<file path="src/rtl/alu_ctrl_pkg.sv">
// Shared definitions for the ALU issue controller: op classes, ALU opcode
// selects, FSM states and instruction field positions.
package alu_ctrl_pkg;

  typedef enum logic [3:0] {
    OP_ALUR   = 4'd0,
    OP_ALUI   = 4'd1,
    OP_CMPR   = 4'd2,
    OP_CMPI   = 4'd3,
    OP_BRANCH = 4'd4,
    OP_JAL    = 4'd5
  } op_e;

  typedef enum logic [1:0] {
    S_IDLE,
    S_READ,
    S_EXEC,
    S_WB
  } state_e;

  typedef enum logic [1:0] {
    BSRC_RS2,
    BSRC_SEXT,
    BSRC_ZEXT
  } bsrc_e;

  localparam logic [5:0] ALU_BF   = 6'h00;
  localparam logic [5:0] ALU_BEQ  = 6'h01;
  localparam logic [5:0] ALU_BNE  = 6'h02;
  localparam logic [5:0] ALU_BLT  = 6'h03;
  localparam logic [5:0] ALU_BGE  = 6'h05;
  localparam logic [5:0] ALU_BLTU = 6'h06;
  localparam logic [5:0] ALU_BGEU = 6'h07;
  localparam logic [5:0] ALU_BT   = 6'h0F;
  localparam logic [5:0] ALU_ADD  = 6'h10;
  localparam logic [5:0] ALU_SUB  = 6'h11;
  localparam logic [5:0] ALU_AND  = 6'h14;
  localparam logic [5:0] ALU_OR   = 6'h15;
  localparam logic [5:0] ALU_XOR  = 6'h16;
  localparam logic [5:0] ALU_MVHI = 6'h1B;
  localparam logic [5:0] ALU_SLL  = 6'h1C;
  localparam logic [5:0] ALU_SRL  = 6'h1D;
  localparam logic [5:0] ALU_SRA  = 6'h1E;
  localparam logic [5:0] ALU_JALR = 6'h20;

  localparam logic [3:0] FN_MVHI = 4'd11;

  localparam int OP_LSB     = 0;
  localparam int FN_LSB     = 4;
  localparam int IMM_LSB    = 8;
  localparam int RD_LSB     = 28;
  localparam int RS1_LSB    = 24;
  localparam int RS2_LSB    = 20;
  localparam int BR_RS1_LSB = 28;
  localparam int BR_RS2_LSB = 24;

  function automatic logic alu_fn_legal(input logic [3:0] fn);
    case (fn)
      4'd0, 4'd1, 4'd4, 4'd5, 4'd6, 4'd11, 4'd12, 4'd13, 4'd14: alu_fn_legal = 1'b1;
      default:                                                 alu_fn_legal = 1'b0;
    endcase
  endfunction

  function automatic logic cmp_fn_legal(input logic [3:0] fn);
    cmp_fn_legal = (fn != 4'd4) && (fn != 4'd12);
  endfunction

endpackage

</file>
<file path="src/rtl/alu_issue_ctrl_decode.sv">
// Combinational instruction decode: op/fn to ALU opsel, legality, register
// indices and operand-B source.
module alu_instr_decode
  import alu_ctrl_pkg::*;
#(
  parameter int REG_AW = 4,
  parameter int IMM_W  = 16
) (
  input  logic [31:0]       instr,
  output logic              legal,
  output logic [5:0]        opsel,
  output logic [REG_AW-1:0] raddr1,
  output logic [REG_AW-1:0] raddr2,
  output logic [REG_AW-1:0] rd,
  output bsrc_e             bsrc,
  output logic              is_branch,
  output logic              is_jal,
  output logic              is_mvhi,
  output logic [IMM_W-1:0]  imm
);

  logic [3:0] op;
  logic [3:0] fn;

  assign op  = instr[OP_LSB +: 4];
  assign fn  = instr[FN_LSB +: 4];
  assign imm = instr[IMM_LSB +: IMM_W];
  assign rd  = instr[RD_LSB +: REG_AW];

  // MVHI is an immediate-only operation, so it takes zext(imm) in both ALU forms.
  always_comb begin
    legal     = 1'b0;
    opsel     = ALU_BF;
    bsrc      = BSRC_RS2;
    is_branch = 1'b0;
    is_jal    = 1'b0;
    is_mvhi   = 1'b0;
    raddr1    = instr[RS1_LSB +: REG_AW];
    raddr2    = instr[RS2_LSB +: REG_AW];
    case (op)
      OP_ALUR, OP_ALUI: begin
        legal   = alu_fn_legal(fn);
        opsel   = {2'b01, fn};
        is_mvhi = (fn == FN_MVHI);
        if (fn == FN_MVHI)    bsrc = BSRC_ZEXT;
        else if (op == OP_ALUI) bsrc = BSRC_SEXT;
      end
      OP_CMPR: begin
        legal = cmp_fn_legal(fn);
        opsel = {2'b00, fn};
      end
      OP_CMPI: begin
        legal = cmp_fn_legal(fn);
        opsel = {2'b00, fn};
        bsrc  = BSRC_SEXT;
      end
      OP_BRANCH: begin
        legal     = cmp_fn_legal(fn);
        opsel     = {2'b00, fn};
        is_branch = 1'b1;
        raddr1    = instr[BR_RS1_LSB +: REG_AW];
        raddr2    = instr[BR_RS2_LSB +: REG_AW];
      end
      OP_JAL: begin
        legal  = 1'b1;
        opsel  = ALU_JALR;
        bsrc   = BSRC_SEXT;
        is_jal = 1'b1;
      end
      default: legal = 1'b0;
    endcase
  end

endmodule

</file>
<file path="src/rtl/alu_issue_ctrl.sv">
// Multi-cycle issue controller: accepts one instruction, reads operands, drives
// the registered ALU and retires via writeback or branch redirect.
module alu_issue_ctrl
  import alu_ctrl_pkg::*;
#(
  parameter int XLEN   = 32,
  parameter int REG_AW = 4,
  parameter int IMM_W  = 16
) (
  input  logic              clk,
  input  logic              rst_n,
  input  logic              instr_valid,
  output logic              instr_ready,
  input  logic [31:0]       instr,
  input  logic [XLEN-1:0]   pc,
  output logic [REG_AW-1:0] rf_raddr1,
  output logic [REG_AW-1:0] rf_raddr2,
  input  logic [XLEN-1:0]   rf_rdata1,
  input  logic [XLEN-1:0]   rf_rdata2,
  output logic [5:0]        alu_opsel,
  output logic [XLEN-1:0]   alu_a,
  output logic [XLEN-1:0]   alu_b,
  input  logic [XLEN-1:0]   alu_out,
  output logic              rf_we,
  output logic [REG_AW-1:0] rf_waddr,
  output logic [XLEN-1:0]   rf_wdata,
  output logic              br_taken,
  output logic [XLEN-1:0]   br_target,
  output logic              done,
  output logic              illegal_instr
);

  state_e            state;
  logic [31:0]       instr_q;
  logic [XLEN-1:0]   pc_q;

  logic              dec_legal;
  logic [5:0]        dec_opsel;
  logic [REG_AW-1:0] dec_rd;
  bsrc_e             dec_bsrc;
  logic              dec_is_branch;
  logic              dec_is_jal;
  logic              dec_is_mvhi;
  logic [IMM_W-1:0]  dec_imm;

  logic [XLEN-1:0]   imm_sext;
  logic [XLEN-1:0]   imm_zext;
  logic [XLEN-1:0]   opnd_b;
  logic [XLEN-1:0]   pc_plus4;
  logic [XLEN-1:0]   branch_tgt;

  alu_instr_decode #(
    .REG_AW (REG_AW),
    .IMM_W  (IMM_W)
  ) u_decode (
    .instr     (instr_q),
    .legal     (dec_legal),
    .opsel     (dec_opsel),
    .raddr1    (rf_raddr1),
    .raddr2    (rf_raddr2),
    .rd        (dec_rd),
    .bsrc      (dec_bsrc),
    .is_branch (dec_is_branch),
    .is_jal    (dec_is_jal),
    .is_mvhi   (dec_is_mvhi),
    .imm       (dec_imm)
  );

  assign imm_sext   = {{(XLEN-IMM_W){dec_imm[IMM_W-1]}}, dec_imm};
  assign imm_zext   = {{(XLEN-IMM_W){1'b0}}, dec_imm};
  assign pc_plus4   = pc_q + XLEN'(4);
  assign branch_tgt = pc_plus4 + (imm_sext << 2);

  // Ready is qualified by rst_n so it stays low for the whole reset window.
  assign instr_ready = rst_n && (state == S_IDLE);

  always_comb begin
    opnd_b = rf_rdata2;
    case (dec_bsrc)
      BSRC_SEXT: opnd_b = imm_sext;
      BSRC_ZEXT: opnd_b = imm_zext;
      default:   opnd_b = rf_rdata2;
    endcase
  end

  always_ff @(posedge clk or negedge rst_n) begin
    if (!rst_n) begin
      state         <= S_IDLE;
      instr_q       <= '0;
      pc_q          <= '0;
      alu_opsel     <= ALU_BF;
      alu_a         <= '0;
      alu_b         <= '0;
      rf_we         <= 1'b0;
      rf_waddr      <= '0;
      rf_wdata      <= '0;
      br_taken      <= 1'b0;
      br_target     <= '0;
      done          <= 1'b0;
      illegal_instr <= 1'b0;
    end else begin
      rf_we         <= 1'b0;
      rf_waddr      <= '0;
      rf_wdata      <= '0;
      br_taken      <= 1'b0;
      br_target     <= '0;
      done          <= 1'b0;
      illegal_instr <= 1'b0;
      case (state)
        S_IDLE: begin
          if (instr_valid) begin
            instr_q <= instr;
            pc_q    <= pc;
            state   <= S_READ;
          end
        end
        S_READ: begin
          // Illegal instructions leave alu_* untouched so opsel stays a defined code.
          if (!dec_legal) begin
            illegal_instr <= 1'b1;
            state         <= S_IDLE;
          end else begin
            alu_opsel <= dec_opsel;
            alu_a     <= rf_rdata1;
            alu_b     <= opnd_b;
            state     <= S_EXEC;
          end
        end
        S_EXEC: state <= S_WB;
        S_WB: begin
          done  <= 1'b1;
          state <= S_IDLE;
          if (dec_is_branch) begin
            br_taken  <= alu_out[0];
            br_target <= branch_tgt;
          end else if (dec_is_jal) begin
            rf_we     <= 1'b1;
            rf_waddr  <= dec_rd;
            rf_wdata  <= pc_plus4;
            br_taken  <= 1'b1;
            br_target <= alu_out;
          end else begin
            rf_we    <= 1'b1;
            rf_waddr <= dec_rd;
            rf_wdata <= dec_is_mvhi ? {alu_out[XLEN-1:16], 16'h0000} : alu_out;
          end
        end
        default: state <= S_IDLE;
      endcase
    end
  end

endmodule

</file>
<file path="config.mk">
export PLATFORM = sky130hd
export DESIGN_NAME = alu_issue_ctrl
export DESIGN_NICKNAME = d
export VERILOG_FILES = /design/src/rtl/alu_ctrl_pkg.sv /design/src/rtl/alu_issue_ctrl_decode.sv /design/src/rtl/alu_issue_ctrl.sv
export SDC_FILE = /design/constraint.sdc
export NUM_CORES = 1
export LEC_CHECK = 0
export ABC_AREA = 1
export CORE_AREA = 2 2 155 157
export CTS_CLUSTER_SIZE = 30
export DETAILED_ROUTE_END_ITERATION = 10
export DIE_AREA = 0 0 157 159
export PLACE_DENSITY = 0.81
export SLEW_MARGIN = 40
export SYNTH_ARGS = -nofsm -noshare
export SYNTH_HDL_FRONTEND = slang
export SYNTH_SLANG_ARGS = --single-unit
</file>
<file path="constraint.sdc">
create_clock -name clk -period 2.9 [get_ports clk]
set_input_delay 0.87 -clock clk [delete_from_list [all_inputs] [get_ports clk]]
set_output_delay 0.87 -clock clk [all_outputs]
set_load 0.03 [all_outputs]
</file>
== Yosys cells after proc, flatten, opt, wreduce, memory -nomap -nowiden ==
Memories as Yosys holds them, arrays and structs flattened.
Cells that the tools add are included.
Word-level totals
  logic and storage cells: 70
  bits in registers: 208
  input port bits: 163
  ROM bits: 16
  memories kept: 1
  output and inout port bits: 151
Operators by class
  muxes and demuxes: 31
  equality and inequality tests: 14
  reduce and logical (&&, ||, !) cells: 9
  add/sub/neg operators: 2
Memory list
  (name not given): depth 16, bits a word 1, read ports 1, clocked after Yosys merged registers in 0, wr ports 0, line alu_ctrl_pkg.sv:58  | case (fn)
Operator list (number)
  2-to-1 mux 32 bit: 6
  one-hot mux 32 bit (2 select lines): 1
  adder 32 x 3 -> 32 bit (second input constant): 1
  adder 32 bit: 1
  one-hot mux 6 bit (3 select lines): 1
  2-to-1 mux 16 bit: 1
  2-to-1 mux 4 bit: 4
  2-to-1 mux 1 bit: 12
  == test 4 x 2 -> 1 bit (second input constant): 2
  == test 4 x 3 -> 1 bit (second input constant): 2
  one-hot mux 2 bit (4 select lines): 1
  == test 2 bit (second input constant): 3
  2-to-1 mux 2 bit: 3
  == test 2 x 1 -> 1 bit (second input constant): 2
  == test 4 x 1 -> 1 bit (second input constant): 1
  == test 4 bit (second input constant): 1
  zero test 4 bit: 1
  inequality test 4 x 3 -> 1 bit (second input constant): 1
  inequality test 4 bit (second input constant): 1
  one-hot mux 2 bit (2 select lines): 1
  AND reduction 2 bit: 2
  OR reduction 2 bit: 2
  one-hot mux 1 bit (3 select lines): 1
  OR reduction 3 bit: 1
  other kinds (3): 4

== Longest topological paths before layout ==
Gate-level depths: netlist of the first run.
  depth in word-level cells: 7
  gate-level depth with buffers: 22
  mapped depth without buffers: 22

== Hierarchy ==
A second synthesis of the first run with hierarchy kept.
Second synthesis, totals
  cell total of the unflattened synthesis: 1407
  area total of the unflattened synthesis: 11419.7 um^2
Modules (own cells, without submodules)
  alu_issue_ctrl: times used 1, sequential area each 5205.0 um^2, cells an instance 1328, area each 10994.3 um^2
  alu_instr_decode: times used 1, sequential area each 0.0 um^2, cells an instance 79, area each 425.4 um^2

== Worst setup path before layout of the first run ==
No wires, ideal clock.
  path kind: register to output
  from: register instr_q[1]
  to: output port rf_raddr1[0]
  path slack: 347 ps
  cell stages (with the launch flop): 5
  data required time: 2030 ps
  arrival time: 1683 ps
  buffers on the path: 1
  path through: dfrtp_1 -> nor3_4 -> nand2_4 -> clkbuf_1 -> o21ai_0
On the way
  word-level cells in the longest chain between the ends: 2
Ends and longest elaborated chain
  start, declared: line alu_issue_ctrl.sv:34  | logic [31:0] instr_q;
  start signal, assigned: line alu_issue_ctrl.sv:112  | instr_q <= instr;
  == test 4 x 3 -> 1 bit: line alu_issue_ctrl_decode.sv:40  | case (op)
  2-to-1 mux 4 bit: line alu_issue_ctrl_decode.sv:40
  end, declared: line alu_issue_ctrl.sv:16  | output logic [REG_AW-1:0] rf_raddr1,
Every way passes these cells.

== Worst setup path in the final report of the first run ==
  from: register instr_q[2]
  to: output port rf_raddr2[3]
On the way
  word-level cells in the longest chain between the ends: 2
Ends and longest elaborated chain
  == test 4 x 3 -> 1 bit: line alu_issue_ctrl_decode.sv:40
  2-to-1 mux 4 bit: line alu_issue_ctrl_decode.sv:40
  end, declared: line alu_issue_ctrl.sv:17  | output logic [REG_AW-1:0] rf_raddr2,
Every way passes these cells.

==> impl_results.html, run 1 <==
<table>
<tr><th>Metric</th><th>Value</th></tr>
<tr><th colspan="2">Power and ir drop</th></tr>
<tr><td>Fraction of power spent switching nets</td><td>46.8%</td></tr>
<tr><td>Clock power frac</td><td>14.3%</td></tr>
<tr><td>Power per unit of standard cell area</td><td>1260 nW/µm²</td></tr>
<tr><td>Proportion of power drawn by flip-flops and latches</td><td>22.7%</td></tr>
<tr><td>Power Internal</td><td>0.0112 W</td></tr>
<tr><td>Psw</td><td>0.00988 W</td></tr>
<tr><td>Leakage power of the design</td><td>8.12 nW</td></tr>
<tr><td>Max IR drop VDD</td><td>0.000758 V</td></tr>
<tr><td>Share of total power in combinational logic</td><td>63.0%</td></tr>
<tr><th colspan="2">Floorplan</th></tr>
<tr><td>Height of the die</td><td>159 µm</td></tr>
<tr><td>IO Pins</td><td>314</td></tr>
<tr><td>Horizontal extent of the die</td><td>157 µm</td></tr>
<tr><td>Initial core utilization</td><td>48.5%</td></tr>
<tr><td>Die area</td><td>25000 µm²</td></tr>
<tr><td>Row count</td><td>56</td></tr>
<tr><td>Core outline area</td><td>23200 µm²</td></tr>
<tr><th colspan="2">Route</th></tr>
<tr><td>Drt initial violations</td><td>928</td></tr>
<tr><td>Wire length on met3</td><td>2.76 mm</td></tr>
<tr><td>Routed WL</td><td>40.0 mm</td></tr>
<tr><td>Vias per std cell</td><td>5.23</td></tr>
<tr><td>DRC viols</td><td>0</td></tr>
<tr><td>Uppermost layer routed</td><td>met4</td></tr>
<tr><td>Met2 routed WL</td><td>18.9 mm</td></tr>
<tr><td>Via count</td><td>11200</td></tr>
<tr><td>Sum of routed wire segments on met1</td><td>16.7 mm</td></tr>
<tr><td>Number of optimization iterations in the first detailed-route pass</td><td>5</td></tr>
<tr><td>Remaining number of nets flagged by the antenna check after routing</td><td>0</td></tr>
<tr><td>Post-detailed-route wirelength per cell</td><td>18.7 µm</td></tr>
<tr><th colspan="2">Timing</th></tr>
<tr><td>Setup clock skew after layout</td><td>0.0279 ns</td></tr>
<tr><td>Final Cycle Share</td><td>97.5%</td></tr>
<tr><td>Setup violators final</td><td>0</td></tr>
<tr><td>Max Freq</td><td>0.354 GHz</td></tr>
<tr><td>Slew Limit Fails</td><td>0</td></tr>
<tr><td>Unrepaired setup endpoints after global routing</td><td>yes</td></tr>
<tr><td>Period minus WS final</td><td>2.83 ns</td></tr>
<tr><td>Slew at the pin closest to its max-slew limit</td><td>0.629 ns</td></tr>
<tr><td>Worst slew margin relative to its limit</td><td>58.0%</td></tr>
<tr><td>Number of hold-slack violations in the final timing report</td><td>0</td></tr>
<tr><th colspan="2">Critical path</th></tr>
<tr><td>CP Data Required Time</td><td>2.03 ns</td></tr>
<tr><td>Peak per-stage delay on the critical path</td><td>0.33 ns</td></tr>
<tr><td>Worst Path Arrival</td><td>1.96 ns</td></tr>
<tr><td>Reg2reg end</td><td>br_target[29]</td></tr>
<tr><td>Cell at the slowest stage of the critical path</td><td>sky130_fd_sc_hd__dfrtp_1</td></tr>
<tr><td>Cells on worst reg2reg path</td><td>19</td></tr>
<tr><td>Cells along the critical path</td><td>inv_1 -&gt; nor3_4 -&gt; nand2_8 -&gt; inv_2 -&gt; nand2_1 -&gt; o21ai_0 -&gt; buf_4</td></tr>
<tr><td>Launch instance of the worst register-to-register path</td><td>pc_q[3]</td></tr>
<tr><td>Startpoint types</td><td>register</td></tr>
<tr><td>Kind of critical path</td><td>register to output port</td></tr>
<tr><td>Reg-to-reg setup timing slack</td><td>0.08 ns</td></tr>
<tr><td>Category of the worst setup path capture point</td><td>output port</td></tr>
<tr><td>Max FO, Critical Path</td><td>27</td></tr>
<tr><th colspan="2">Synthesis</th></tr>
<tr><td>Number of synthesized register bits</td><td>208</td></tr>
<tr><td>Post-Synthesis Cell Area</td><td>11300 µm²</td></tr>
<tr><td>Commonest cells in the netlist</td><td>sky130_fd_sc_hd__nand2_1 (385), sky130_fd_sc_hd__dfrtp_1 (208), sky130_fd_sc_hd__inv_1 (162), sky130_fd_sc_hd__nor2_1 (145), sky130_fd_sc_hd__nand3_1 (103)</td></tr>
<tr><td>Number of warnings printed during yosys synthesis</td><td>0</td></tr>
<tr><td>Avg Inst Size Synth</td><td>7.96 µm²</td></tr>
<tr><td>Top flip-flop cell by instance count after synthesis</td><td>sky130_fd_sc_hd__dfrtp_1</td></tr>
<tr><td>Post-Synthesis Cells</td><td>1414</td></tr>
<tr><td>Post-synth top area share</td><td>46.2%</td></tr>
<tr><td>Largest area contributor in the netlist</td><td>sky130_fd_sc_hd__dfrtp_1</td></tr>
<tr><td>Post-synth ARST share</td><td>100%</td></tr>
<tr><td>Most frequent cell after synthesis</td><td>sky130_fd_sc_hd__nand2_1</td></tr>
<tr><td>Yosys cell types</td><td>39</td></tr>
<tr><td>Sequential-to-total area share from yosys stat</td><td>46.2%</td></tr>
<tr><td>Synth area leaders</td><td>sky130_fd_sc_hd__dfrtp_1 (46%), sky130_fd_sc_hd__nand2_1 (13%), sky130_fd_sc_hd__inv_1 (5.4%)</td></tr>
<tr><td>EDFF count, synth</td><td>0</td></tr>
<tr><td>Synthesized net count</td><td>1615</td></tr>
<tr><th colspan="2">Placement</th></tr>
<tr><td>I/O Buffers</td><td>313</td></tr>
<tr><td>Detailed-placement wirelength estimate</td><td>29.9 mm</td></tr>
<tr><td>Post-DP Area</td><td>15300 µm²</td></tr>
<tr><td>RePlAce Congestion</td><td>1.03</td></tr>
<tr><th colspan="2">Finish</th></tr>
<tr><td>Number of nets in the layout</td><td>2012</td></tr>
<tr><td>Layout overhead on the synthesized area</td><td>48.6%</td></tr>
<tr><td>Share of layout cells above drive strength 1</td><td>16.9%</td></tr>
<tr><td>Layout filler cell count</td><td>1789</td></tr>
<tr><td>Area of the multi-input gates</td><td>5710 µm²</td></tr>
<tr><td>Total inserted antenna cells</td><td>0</td></tr>
<tr><td>Storage cell area</td><td>5210 µm²</td></tr>
<tr><td>Post-Layout Inst Area</td><td>16700 µm²</td></tr>
<tr><td>Post-layout util</td><td>72.1%</td></tr>
<tr><th colspan="2">GRT</th></tr>
<tr><td>Via count of the first global-routing pass</td><td>10800</td></tr>
<tr><td>Pin count of the biggest net entering global routing</td><td>106</td></tr>
<tr><td>Overflow left after global routing</td><td>0</td></tr>
<tr><td>GR Util All Layers</td><td>30.9%</td></tr>
<tr><td>Global-route wire length before repair</td><td>59.8 mm</td></tr>
<tr><td>Initial antenna violation count</td><td>0</td></tr>
<tr><th colspan="2">Worst hold path</th></tr>
<tr><td>Class of the tightest hold or removal check</td><td>input pin to async pin</td></tr>
<tr><th colspan="2">Clocking</th></tr>
<tr><td>Clock-pin slew of the registers on the worst-case setup and hold paths</td><td>0.06 ns</td></tr>
<tr><td>CTS tree</td><td>yes</td></tr>
<tr><td>Clock latency of the later-clocked register in the worst-skew pair</td><td>0.53 ns</td></tr>
<tr><td>Max Buffers Root-to-Sink</td><td>3</td></tr>
<tr><td>H-Tree Depth</td><td>1</td></tr>
<tr><td>TritonCTS Buffers</td><td>23</td></tr>
<tr><td>CTS Root Buffer Type</td><td>sky130_fd_sc_hd__clkbuf_16</td></tr>
<tr><td>Total number of clock tree sinks</td><td>208</td></tr>
<tr><th colspan="2">Run</th></tr>
<tr><td>Max-cap viol count</td><td>0</td></tr>
<tr><th colspan="2">Run status</th></tr>
<tr><td>Outcome</td><td>complete, no violations</td></tr>
</table>
## metrics by stage
step	power [W]	TNS, ns	hold slack [ns]	setup WS (ns)	instances
after floorplan	0.0118	0	0.469	0.347	1414
after global placement	0.0164	-0.857	0.461	-0.203	2087
after detailed placement	0.0166	-0.903	0.464	-0.181	2087
after CTS	0.0198	0	0.480	0.00183	2128
after global routing	0.0224	-0.408	0.497	-0.0758	2145
final	0.0211	0	0.420	0.0731	2145
## power by group through the flow
stage          logic (W)  clock network [W]  registers, W
3_5_place_dp      0.0118                  0       0.00478
6_report          0.0133            0.00302       0.00480
4_1_cts           0.0120            0.00307       0.00474
2_1_floorplan    0.00608                  0       0.00569
5_1_grt           0.0143            0.00317       0.00491
3_3_place_gp      0.0116                  0       0.00472
## worst max-delay path by stage
stage	from	endpoint	slack, ns	cells past startpoint
5_1_grt	pc_q[3]	br_target[29]	-0.08	19
3_3_place_gp	pc_q[4]	br_target[28]	-0.20	18
6_report	instr_q[2]	rf_raddr2[3]	0.07	7
4_1_cts	pc_q[2]	br_target[28]	0.002	17
2_1_floorplan	instr_q[1]	rf_raddr1[0]	0.35	4
3_5_place_dp	pc_q[4]	br_target[28]	-0.18	18
## critical path: cells and delay by family, from the launching register on
kind | cells | cell delay [ns]
and+or+nand+nor | 3 | 0.55
DFF | 1 | 0.33
buffers and inverters | 3 | 0.47
AOI/OAI and AO/OA | 1 | 0.08
## registers in the layout (all words and copies together) (netlist names), 4 cells and up, named ones only
| signal | flops |
|---|---|
| rf_wdata | 32 |
| alu_opsel | 6 |
| rf_waddr | 4 |
| alu_b | 32 |
| instr_q | 32 |
| alu_a | 32 |
| pc_q | 32 |
| br_target | 32 |
## cell usage in the layout (no fill, tap or decap), types with 8 or more instances in the layout
cell / n
sky130_fd_sc_hd__a211oi_1: 8
sky130_fd_sc_hd__a21oi_1: 78
sky130_fd_sc_hd__a21oi_2: 12
sky130_fd_sc_hd__buf_4: 114
sky130_fd_sc_hd__clkbuf_16: 23
sky130_fd_sc_hd__clkdlybuf4s50_1: 303
sky130_fd_sc_hd__dfrtp_1: 203
sky130_fd_sc_hd__ha_1: 23
sky130_fd_sc_hd__ha_4: 12
sky130_fd_sc_hd__inv_1: 161
sky130_fd_sc_hd__mux2_2: 38
sky130_fd_sc_hd__nand2_1: 370
sky130_fd_sc_hd__nand2_2: 14
sky130_fd_sc_hd__nand3_1: 98
sky130_fd_sc_hd__nand4_1: 10
sky130_fd_sc_hd__nor2_1: 123
sky130_fd_sc_hd__nor2_2: 16
sky130_fd_sc_hd__o21a_1: 31
sky130_fd_sc_hd__o21ai_0: 39
sky130_fd_sc_hd__o21ai_1: 8
sky130_fd_sc_hd__xor2_1: 15
sky130_fd_sc_hd__xor2_2: 10
## area by class of cell
cell class                 instances  area share, %
sequential                       208           31.1
multi-input combinational        986           34.1
clock buffer                      31           3.80
inverter                         168           3.77
clock inverter                     9          0.778
timing repair buffer             424           24.0
tap                              319           2.39
## metal layers
layer | vias up | track usage, %
met1 | 5312 | 43.0
met5 | - | 0
met4 | 0 | 11.1
met2 | 499 | 50.1
met3 | 111 | 3.40
li1 | 5301 | -
## cell families (layout without fill, tap and decap cells)
family	Yosys count	after routing	synth area share, %
muxes	38	38	3.80
AOI/OAI and AO/OA	205	205	10.6
adders and majority gates	38	38	4.29
and+or+nand+nor	673	673	24.6
DFF	208	208	46.2
xor gates and xnor gates	32	32	2.49
buffers and inverters	220	632	7.99
## what timing repair did
action / in CTS / in global routing
buffers inserted: 1 / 17
hold buffers: 0 / 0
endpoints found under the setup margin: 12 / 27
resized for setup: 19 / 106
pin swaps: 1 / 26
cloned: 0 / 0
hold endpoints to repair: 0 / 0
No activity file was read; power rests on OpenSTA's default activity.
==> inputs of run 2 (changes only) <==
CTS_BUF_LIST = sky130_fd_sc_hd__clkbuf_16   (was not set)
TNS_END_PERCENT = 100   (was not set)
==> impl_results.html, run 2 (synthesis gave the netlist of run 1 again) <==
<table>
<tr><th>Metric</th><th>Value</th></tr>
<tr><th colspan="2">Floorplan</th></tr>
<tr><td>Initial core utilization</td><td>48.5% (unchanged)</td></tr>
<tr><td>Height of the die</td><td>159 µm (unchanged)</td></tr>
<tr><td>IO Pins</td><td>314 (unchanged)</td></tr>
<tr><td>Row count</td><td>56 (unchanged)</td></tr>
<tr><td>Die area</td><td>25000 µm² (unchanged)</td></tr>
<tr><td>Horizontal extent of the die</td><td>157 µm (unchanged)</td></tr>
<tr><td>Core outline area</td><td>23200 µm² (unchanged)</td></tr>
<tr><th colspan="2">Finish</th></tr>
<tr><td>Layout overhead on the synthesized area</td><td>48.4%</td></tr>
<tr><td>Number of nets in the layout</td><td>2012 (unchanged)</td></tr>
<tr><td>Commonest non-fill, non-tap cells in the layout</td><td>sky130_fd_sc_hd__nand2_1 (370), sky130_fd_sc_hd__clkdlybuf4s50_1 (303), sky130_fd_sc_hd__dfrtp_1 (203)</td></tr>
<tr><td>Share of layout cells above drive strength 1</td><td>16.8% (-0.16 points)</td></tr>
<tr><td>Total inserted antenna cells</td><td>0 (unchanged)</td></tr>
<tr><td>Most common library cell in the layout ignoring fill and taps</td><td>sky130_fd_sc_hd__nand2_1</td></tr>
<tr><th colspan="2">Clocking</th></tr>
<tr><td>CTS tree</td><td>yes</td></tr>
<tr><td># hold bufs at CTS</td><td>0 (unchanged)</td></tr>
<tr><td>TritonCTS Buffers</td><td>23 (unchanged)</td></tr>
<tr><td>Clock latency of the later-clocked register in the worst-skew pair</td><td>0.54 ns (about the same)</td></tr>
<tr><td>H-Tree Depth</td><td>1 (unchanged)</td></tr>
<tr><td>Max Buffers Root-to-Sink</td><td>3 (unchanged)</td></tr>
<tr><td>Clock-pin slew of the registers on the worst-case setup and hold paths</td><td>0.06 ns (about the same)</td></tr>
<tr><td>CTS Root Buffer Type</td><td>sky130_fd_sc_hd__clkbuf_16</td></tr>
<tr><td>Total number of clock tree sinks</td><td>208 (unchanged)</td></tr>
<tr><th colspan="2">Critical path</th></tr>
<tr><td>Category of the worst setup path capture point</td><td>output port</td></tr>
<tr><td>Max FO, Critical Path</td><td>27 (unchanged)</td></tr>
<tr><td>CP Data Required Time</td><td>2.03 ns (about the same)</td></tr>
<tr><td>Cells along the critical path</td><td>inv_1 -&gt; nor3_4 -&gt; nand2_8 -&gt; inv_2 -&gt; nand2_1 -&gt; o21ai_0 -&gt; buf_4</td></tr>
<tr><td>Kind of critical path</td><td>register to output port</td></tr>
<tr><td>Cell at the slowest stage of the critical path</td><td>sky130_fd_sc_hd__dfrtp_1</td></tr>
<tr><td>Startpoint types</td><td>register</td></tr>
<tr><td>Worst Path Arrival</td><td>1.96 ns (about the same)</td></tr>
<tr><td>Peak per-stage delay on the critical path</td><td>0.33 ns (about the same)</td></tr>
<tr><th colspan="2">Timing</th></tr>
<tr><td>Number of hold-slack violations in the final timing report</td><td>0 (unchanged)</td></tr>
<tr><td>Max Freq</td><td>0.354 GHz (about the same)</td></tr>
<tr><td>Final Cycle Share</td><td>97.5% (about the same)</td></tr>
<tr><td>Unrepaired setup endpoints after global routing</td><td>yes</td></tr>
<tr><td>Period minus WS final</td><td>2.83 ns (+0.00183 ns)</td></tr>
<tr><td>Slew Limit Fails</td><td>0 (unchanged)</td></tr>
<tr><td>Sum Neg Setup Slack</td><td>0 ns (unchanged)</td></tr>
<tr><td>Hold slack final</td><td>0.424 ns (+0.00361 ns)</td></tr>
<tr><td>Setup clock skew after layout</td><td>0.0298 ns (+0.00185 ns)</td></tr>
<tr><td>Worst slew margin relative to its limit</td><td>59.8% (+1.8 points)</td></tr>
<tr><td>Setup violators final</td><td>0 (unchanged)</td></tr>
<tr><td>Slew at the pin closest to its max-slew limit</td><td>0.603 ns (-0.0263 ns)</td></tr>
<tr><th colspan="2">Placement</th></tr>
<tr><td>Detailed-placement wirelength estimate</td><td>29.9 mm (unchanged)</td></tr>
<tr><td>RePlAce Congestion</td><td>1.03 (unchanged)</td></tr>
<tr><td>I/O Buffers</td><td>313 (unchanged)</td></tr>
<tr><th colspan="2">GRT</th></tr>
<tr><td>Overflow left after global routing</td><td>0 (unchanged)</td></tr>
<tr><td>GR Util All Layers</td><td>30.8% (-0.051 points)</td></tr>
<tr><td>Via count of the first global-routing pass</td><td>10700 (-0.33%)</td></tr>
<tr><td>Global-route wire length before repair</td><td>59.7 mm (-0.21%)</td></tr>
<tr><td>Initial antenna violation count</td><td>0 (unchanged)</td></tr>
<tr><td>Pin count of the biggest net entering global routing</td><td>106 (unchanged)</td></tr>
<tr><th colspan="2">Route</th></tr>
<tr><td>Drt initial violations</td><td>977 (+5.3%)</td></tr>
<tr><td>Routed WL</td><td>39.9 mm (-0.33%)</td></tr>
<tr><td>Post-detailed-route wirelength per cell</td><td>18.6 µm (-0.33%)</td></tr>
<tr><td>Remaining number of nets flagged by the antenna check after routing</td><td>0 (unchanged)</td></tr>
<tr><td>Via count</td><td>11200 (-0.018%)</td></tr>
<tr><td>Vias per std cell</td><td>5.23 (about the same)</td></tr>
<tr><td>Number of optimization iterations in the first detailed-route pass</td><td>6 (+1)</td></tr>
<tr><td>DRC viols</td><td>0 (unchanged)</td></tr>
<tr><th colspan="2">Worst hold path</th></tr>
<tr><td>Class of the tightest hold or removal check</td><td>input pin to async pin</td></tr>
<tr><th colspan="2">Power and ir drop</th></tr>
<tr><td>Power consumption</td><td>0.0210 W (-0.50%)</td></tr>
<tr><td>Power per unit of standard cell area</td><td>1260 nW/µm² (-0.33%)</td></tr>
<tr><td>Leakage power of the design</td><td>8.13 nW (about the same)</td></tr>
<tr><td>Max IR drop VDD</td><td>0.000874 V (+15%)</td></tr>
<tr><th colspan="2">Run</th></tr>
<tr><td>Max-cap viol count</td><td>0 (unchanged)</td></tr>
<tr><th colspan="2">Run status</th></tr>
<tr><td>Outcome</td><td>complete, no violations</td></tr>
</table>
run 2: where the power goes:
group / total, W / leakage (nW) / internal (W) / switching, W
logic: 0.0133 / 5.17 / 0.00549 / 0.00780
clock network: 0.00292 / 0.378 / 0.00170 / 0.00121
registers: 0.00480 / 2.58 / 0.00394 / 0.000851
total: 0.0210 / 8.13 / 0.0111 / 0.00987
run 2: metal layers:
layer / vias to the layer above / GRT usage [%] / share of wire, %
met5: - / 0 / 0
met4: 0 / 11.1 / 4.2
met3: 105 / 3.57 / 7.0
met2: 507 / 49.8 / 47
met1: 5300 / 42.9 / 42
li1: 5309 / - / -
run 2: cell type report:
cell class | instances | area (µm²)
multi-input cells | 986 | 5710
flip-flops and latches | 208 | 5210
well taps | 319 | 399
inverters | 168 | 631
repair buffers | 424 | 4010
clock buffers | 23 | 576
clock inverters | 17 | 160
fillers | 1793 | 6490
run 2: what timing repair did:
item | 4_1_cts | 5_1_grt
buffers inserted | 1 | 17
gates resized for setup | 19 | 106
setup endpoints to repair | 12 | 27
pin swaps | 1 | 26
gates cloned | 0 | 0
run 2: worst max-delay path, delay by kind of cell (launching register included):
kind	cells	cell delay (ns)
compound gates	1	0.08
buf+inv	3	0.47
simple gates	3	0.55
flops	1	0.33
run 2: stage by stage:
| stage | setup WS (ns) | util, % | instance area (µm²) | std cells |
|---|---|---|---|---|
| 2_1_floorplan | 0.347 | - | 11300 | 1414 |
| 3_3_place_gp | -0.203 | 65.8 | 15300 | 2087 |
| 3_5_place_dp | -0.181 | 65.8 | 15300 | 2087 |
| 4_1_cts | 0.00182 | 69.4 | 16100 | 2128 |
| 5_1_grt | -0.0758 | 72.0 | 16700 | 2145 |
| 6_report | 0.0712 | 72.0 | 16700 | 2145 |
run 2: path summary, 6_finish.rpt:
kind,from,to,slack (ns),cells after the start
min,rst_n,pc_q[31],0.42,2
max,instr_q[2],rf_raddr2[3],0.07,7
max reg2reg,pc_q[3],br_target[29],0.08,15
min in group clk,alu_a[12],alu_a[12],0.47,2
max in group asynchronous,rst_n,br_target[24],1.45,3
min reg2reg,alu_a[12],alu_a[12],0.47,2
==> inputs of run 3 (changes only) <==
PLACE_DENSITY = 0.93   (was 0.81)
==> impl_results.html, run 3 (synthesis gave the netlist of run 1 again) <==
<table>
<tr><th>Metric</th><th>Value</th></tr>
<tr><th colspan="2">Run status</th></tr>
<tr><td>Outcome</td><td>finished with violations</td></tr>
<tr><td>Failing checks</td><td>negative setup slack</td></tr>
<tr><th colspan="2">Floorplan</th></tr>
<tr><td>Row count</td><td>56 (unchanged)</td></tr>
<tr><td>IO Pins</td><td>314 (unchanged)</td></tr>
<tr><td>Horizontal extent of the die</td><td>157 µm (unchanged)</td></tr>
<tr><td>Initial core utilization</td><td>48.5% (unchanged)</td></tr>
<tr><td>Core outline area</td><td>23200 µm² (unchanged)</td></tr>
<tr><td>Height of the die</td><td>159 µm (unchanged)</td></tr>
<tr><td>Die area</td><td>25000 µm² (unchanged)</td></tr>
<tr><th colspan="2">Critical path</th></tr>
<tr><td>Launch instance of the worst register-to-register path</td><td>pc_q[8]</td></tr>
<tr><td>Kind of critical path</td><td>register to register</td></tr>
<tr><td>Category of the worst setup path capture point</td><td>register</td></tr>
<tr><td>Reg-to-reg setup timing slack</td><td>-0.08 ns (-0.16 ns)</td></tr>
<tr><td>Reg2reg end</td><td>br_target[31]</td></tr>
<tr><td>Startpoint types</td><td>register</td></tr>
<tr><td>Cells on worst reg2reg path</td><td>19 (+4)</td></tr>
<tr><td>Max FO, Critical Path</td><td>4 (-85%)</td></tr>
<tr><td>Worst Path Arrival</td><td>3.40 ns (+1.44 ns)</td></tr>
<tr><td>CP Data Required Time</td><td>3.32 ns (+1.29 ns)</td></tr>
<tr><th colspan="2">Finish</th></tr>
<tr><td>Layout filler cell count</td><td>1681 (-6.2%)</td></tr>
<tr><td>Most common library cell in the layout ignoring fill and taps</td><td>sky130_fd_sc_hd__nand2_1</td></tr>
<tr><td>Commonest non-fill, non-tap cells in the layout</td><td>sky130_fd_sc_hd__nand2_1 (345), sky130_fd_sc_hd__clkdlybuf4s50_1 (303), sky130_fd_sc_hd__dfrtp_1 (201)</td></tr>
<tr><td>Total inserted antenna cells</td><td>0 (unchanged)</td></tr>
<tr><td>Share of layout cells above drive strength 1</td><td>20.3% (+3.5 points)</td></tr>
<tr><td>Number of nets in the layout</td><td>2042 (+1.5%)</td></tr>
<tr><td>Layout overhead on the synthesized area</td><td>51.9%</td></tr>
<tr><th colspan="2">Clocking</th></tr>
<tr><td>H-Tree Depth</td><td>1 (unchanged)</td></tr>
<tr><td>CTS Root Buffer Type</td><td>sky130_fd_sc_hd__clkbuf_16</td></tr>
<tr><td>Clock-pin slew of the registers on the worst-case setup and hold paths</td><td>0.06 ns (about the same)</td></tr>
<tr><td>TritonCTS Buffers</td><td>23 (unchanged)</td></tr>
<tr><td># hold bufs at CTS</td><td>0 (unchanged)</td></tr>
<tr><td>Total number of clock tree sinks</td><td>208 (unchanged)</td></tr>
<tr><td>CTS tree</td><td>yes</td></tr>
<tr><td>Max Buffers Root-to-Sink</td><td>3 (unchanged)</td></tr>
<tr><td>Clock latency of the later-clocked register in the worst-skew pair</td><td>0.52 ns (-0.02 ns)</td></tr>
<tr><th colspan="2">Timing</th></tr>
<tr><td>Number of hold-slack violations in the final timing report</td><td>0 (unchanged)</td></tr>
<tr><td>Slew Limit Fails</td><td>0 (unchanged)</td></tr>
<tr><td>Max Freq</td><td>0.335 GHz (-5.1%)</td></tr>
<tr><td>Unrepaired setup endpoints after global routing</td><td>yes</td></tr>
<tr><td>Final Cycle Share</td><td>103% (+5.3 points)</td></tr>
<tr><td>Setup clock skew after layout</td><td>0.0163 ns (-0.0135 ns)</td></tr>
<tr><td>Worst slew margin relative to its limit</td><td>51.8% (-8.0 points)</td></tr>
<tr><td>Slew at the pin closest to its max-slew limit</td><td>0.723 ns (+0.120 ns)</td></tr>
<tr><td>Sum Neg Setup Slack</td><td>-0.204 ns (-0.204 ns)</td></tr>
<tr><td>Setup violators final</td><td>5 (+5)</td></tr>
<tr><td>Worst setup slack after layout</td><td>-0.0820 ns (-0.153 ns)</td></tr>
<tr><td>Hold slack final</td><td>0.403 ns (-0.0212 ns)</td></tr>
<tr><td>Period minus WS final</td><td>2.98 ns (+0.153 ns)</td></tr>
<tr><th colspan="2">Placement</th></tr>
<tr><td>Detailed-placement wirelength estimate</td><td>32.0 mm (+7.0%)</td></tr>
<tr><td>I/O Buffers</td><td>313 (unchanged)</td></tr>
<tr><td>RePlAce Congestion</td><td>0.949 (-7.4%)</td></tr>
<tr><th colspan="2">GRT</th></tr>
<tr><td>Pin count of the biggest net entering global routing</td><td>153 (+44%)</td></tr>
<tr><td>Initial antenna violation count</td><td>0 (unchanged)</td></tr>
<tr><td>Overflow left after global routing</td><td>0 (unchanged)</td></tr>
<tr><td>Via count of the first global-routing pass</td><td>11700 (+8.7%)</td></tr>
<tr><td>GR Util All Layers</td><td>33.2% (+2.4 points)</td></tr>
<tr><td>Global-route wire length before repair</td><td>64.0 mm (+7.4%)</td></tr>
<tr><th colspan="2">Worst hold path</th></tr>
<tr><td>Class of the tightest hold or removal check</td><td>input pin to async pin</td></tr>
<tr><th colspan="2">Run</th></tr>
<tr><td>Max-cap viol count</td><td>0 (unchanged)</td></tr>
<tr><th colspan="2">Route</th></tr>
<tr><td>Post-detailed-route wirelength per cell</td><td>20.1 µm (+8.1%)</td></tr>
<tr><td>Number of optimization iterations in the first detailed-route pass</td><td>6 (unchanged)</td></tr>
<tr><td>Via count</td><td>11800 (+5.5%)</td></tr>
<tr><td>DRC viols</td><td>0 (unchanged)</td></tr>
<tr><td>Remaining number of nets flagged by the antenna check after routing</td><td>0 (unchanged)</td></tr>
<tr><td>Drt initial violations</td><td>1198 (+23%)</td></tr>
<tr><td>Vias per std cell</td><td>5.44 (+4.1%)</td></tr>
<tr><td>Routed WL</td><td>43.7 mm (+9.6%)</td></tr>
<tr><th colspan="2">Power and ir drop</th></tr>
<tr><td>Power per unit of standard cell area</td><td>1300 nW/µm² (+3.7%)</td></tr>
<tr><td>Leakage power of the design</td><td>8.31 nW (+2.3%)</td></tr>
<tr><td>Max IR drop VDD</td><td>0.000764 V (-13%)</td></tr>
<tr><td>Power consumption</td><td>0.0223 W (+6.2%)</td></tr>
</table>
run 3: how the worst max path moves through the flow:
| stage | end | startpoint | slack [ns] | cells after the start |
|---|---|---|---|---|
| 6_report | br_target[31] | pc_q[8] | -0.08 | 19 |
| 4_1_cts | br_target[28] | pc_q[3] | -0.05 | 17 |
| 2_1_floorplan | rf_raddr1[0] | instr_q[1] | 0.35 | 4 |
| 3_3_place_gp | br_target[28] | pc_q[4] | -0.33 | 18 |
| 3_5_place_dp | br_target[28] | pc_q[4] | -0.24 | 18 |
| 5_1_grt | br_target[24] | pc_q[5] | -0.20 | 17 |
run 3: critical path: stages, from the launching register on:
cell,delay [ns]
sky130_fd_sc_hd__dfrtp_1,0.45
sky130_fd_sc_hd__nand2_1,0.16
sky130_fd_sc_hd__nor2_2,0.18
sky130_fd_sc_hd__nand3_2,0.16
sky130_fd_sc_hd__buf_4,0.17
sky130_fd_sc_hd__nor3_2,0.19
sky130_fd_sc_hd__nand2_1,0.09
sky130_fd_sc_hd__nand2_2,0.14
sky130_fd_sc_hd__inv_1,0.06
sky130_fd_sc_hd__ha_1,0.36
sky130_fd_sc_hd__nand2_1,0.19
sky130_fd_sc_hd__a21oi_1,0.07
sky130_fd_sc_hd__nor2_2,0.15
sky130_fd_sc_hd__nand2_2,0.09
sky130_fd_sc_hd__a21oi_2,0.10
sky130_fd_sc_hd__nand2_1,0.06
sky130_fd_sc_hd__nand3_1,0.06
sky130_fd_sc_hd__nand3_1,0.09
sky130_fd_sc_hd__nand2_1,0.08
sky130_fd_sc_hd__inv_1,0.03
run 3: cell type report:
type                       count  area [µm²]  area share, %
multi-input combinational    987        5870           34.3
sequential                   208        5210           30.5
timing repair buffer         453        4240           24.8
inverter                     168         633           3.70
clock buffer                  23         576           3.37
tap                          319         399           2.33
clock inverter                16         166          0.973
run 3: what timing repair did:
item                       in CTS  in global routing
setup endpoints to repair      17                 22
gates resized for setup        20                162
pin swaps                       3                 64
gates cloned                    0                  1
setup buffers                   6                 20
run 3: power by group:
part	switching, W	internal, W	total (W)
clock network	0.00117	0.00178	0.00295
logic	0.00853	0.00596	0.0145
registers	0.000916	0.00395	0.00486
run 3: per-layer routing:
metal / GRT usage, % / part of all wire, % / vias to the layer above
li1: - / - / 5384
met1: 43.7 / 39 / 5672
met2: 53.9 / 48 / 629
met3: 6.10 / 8.5 / 152
met4: 14.2 / 4.9 / 0
met5: 0 / 0 / -
run 3: metrics by stage:
stage / area (µm²) / util, % / worst slack, ns / cells
5_1_grt: 17100 / 73.7 / -0.198 / 2174
2_1_floorplan: 11300 / - / 0.347 / 1414
3_5_place_dp: 15400 / 66.4 / -0.237 / 2107
4_1_cts: 16300 / 70.2 / -0.0502 / 2152
3_3_place_gp: 15400 / 66.4 / -0.327 / 2107
6_report: 17100 / 73.7 / -0.0820 / 2174
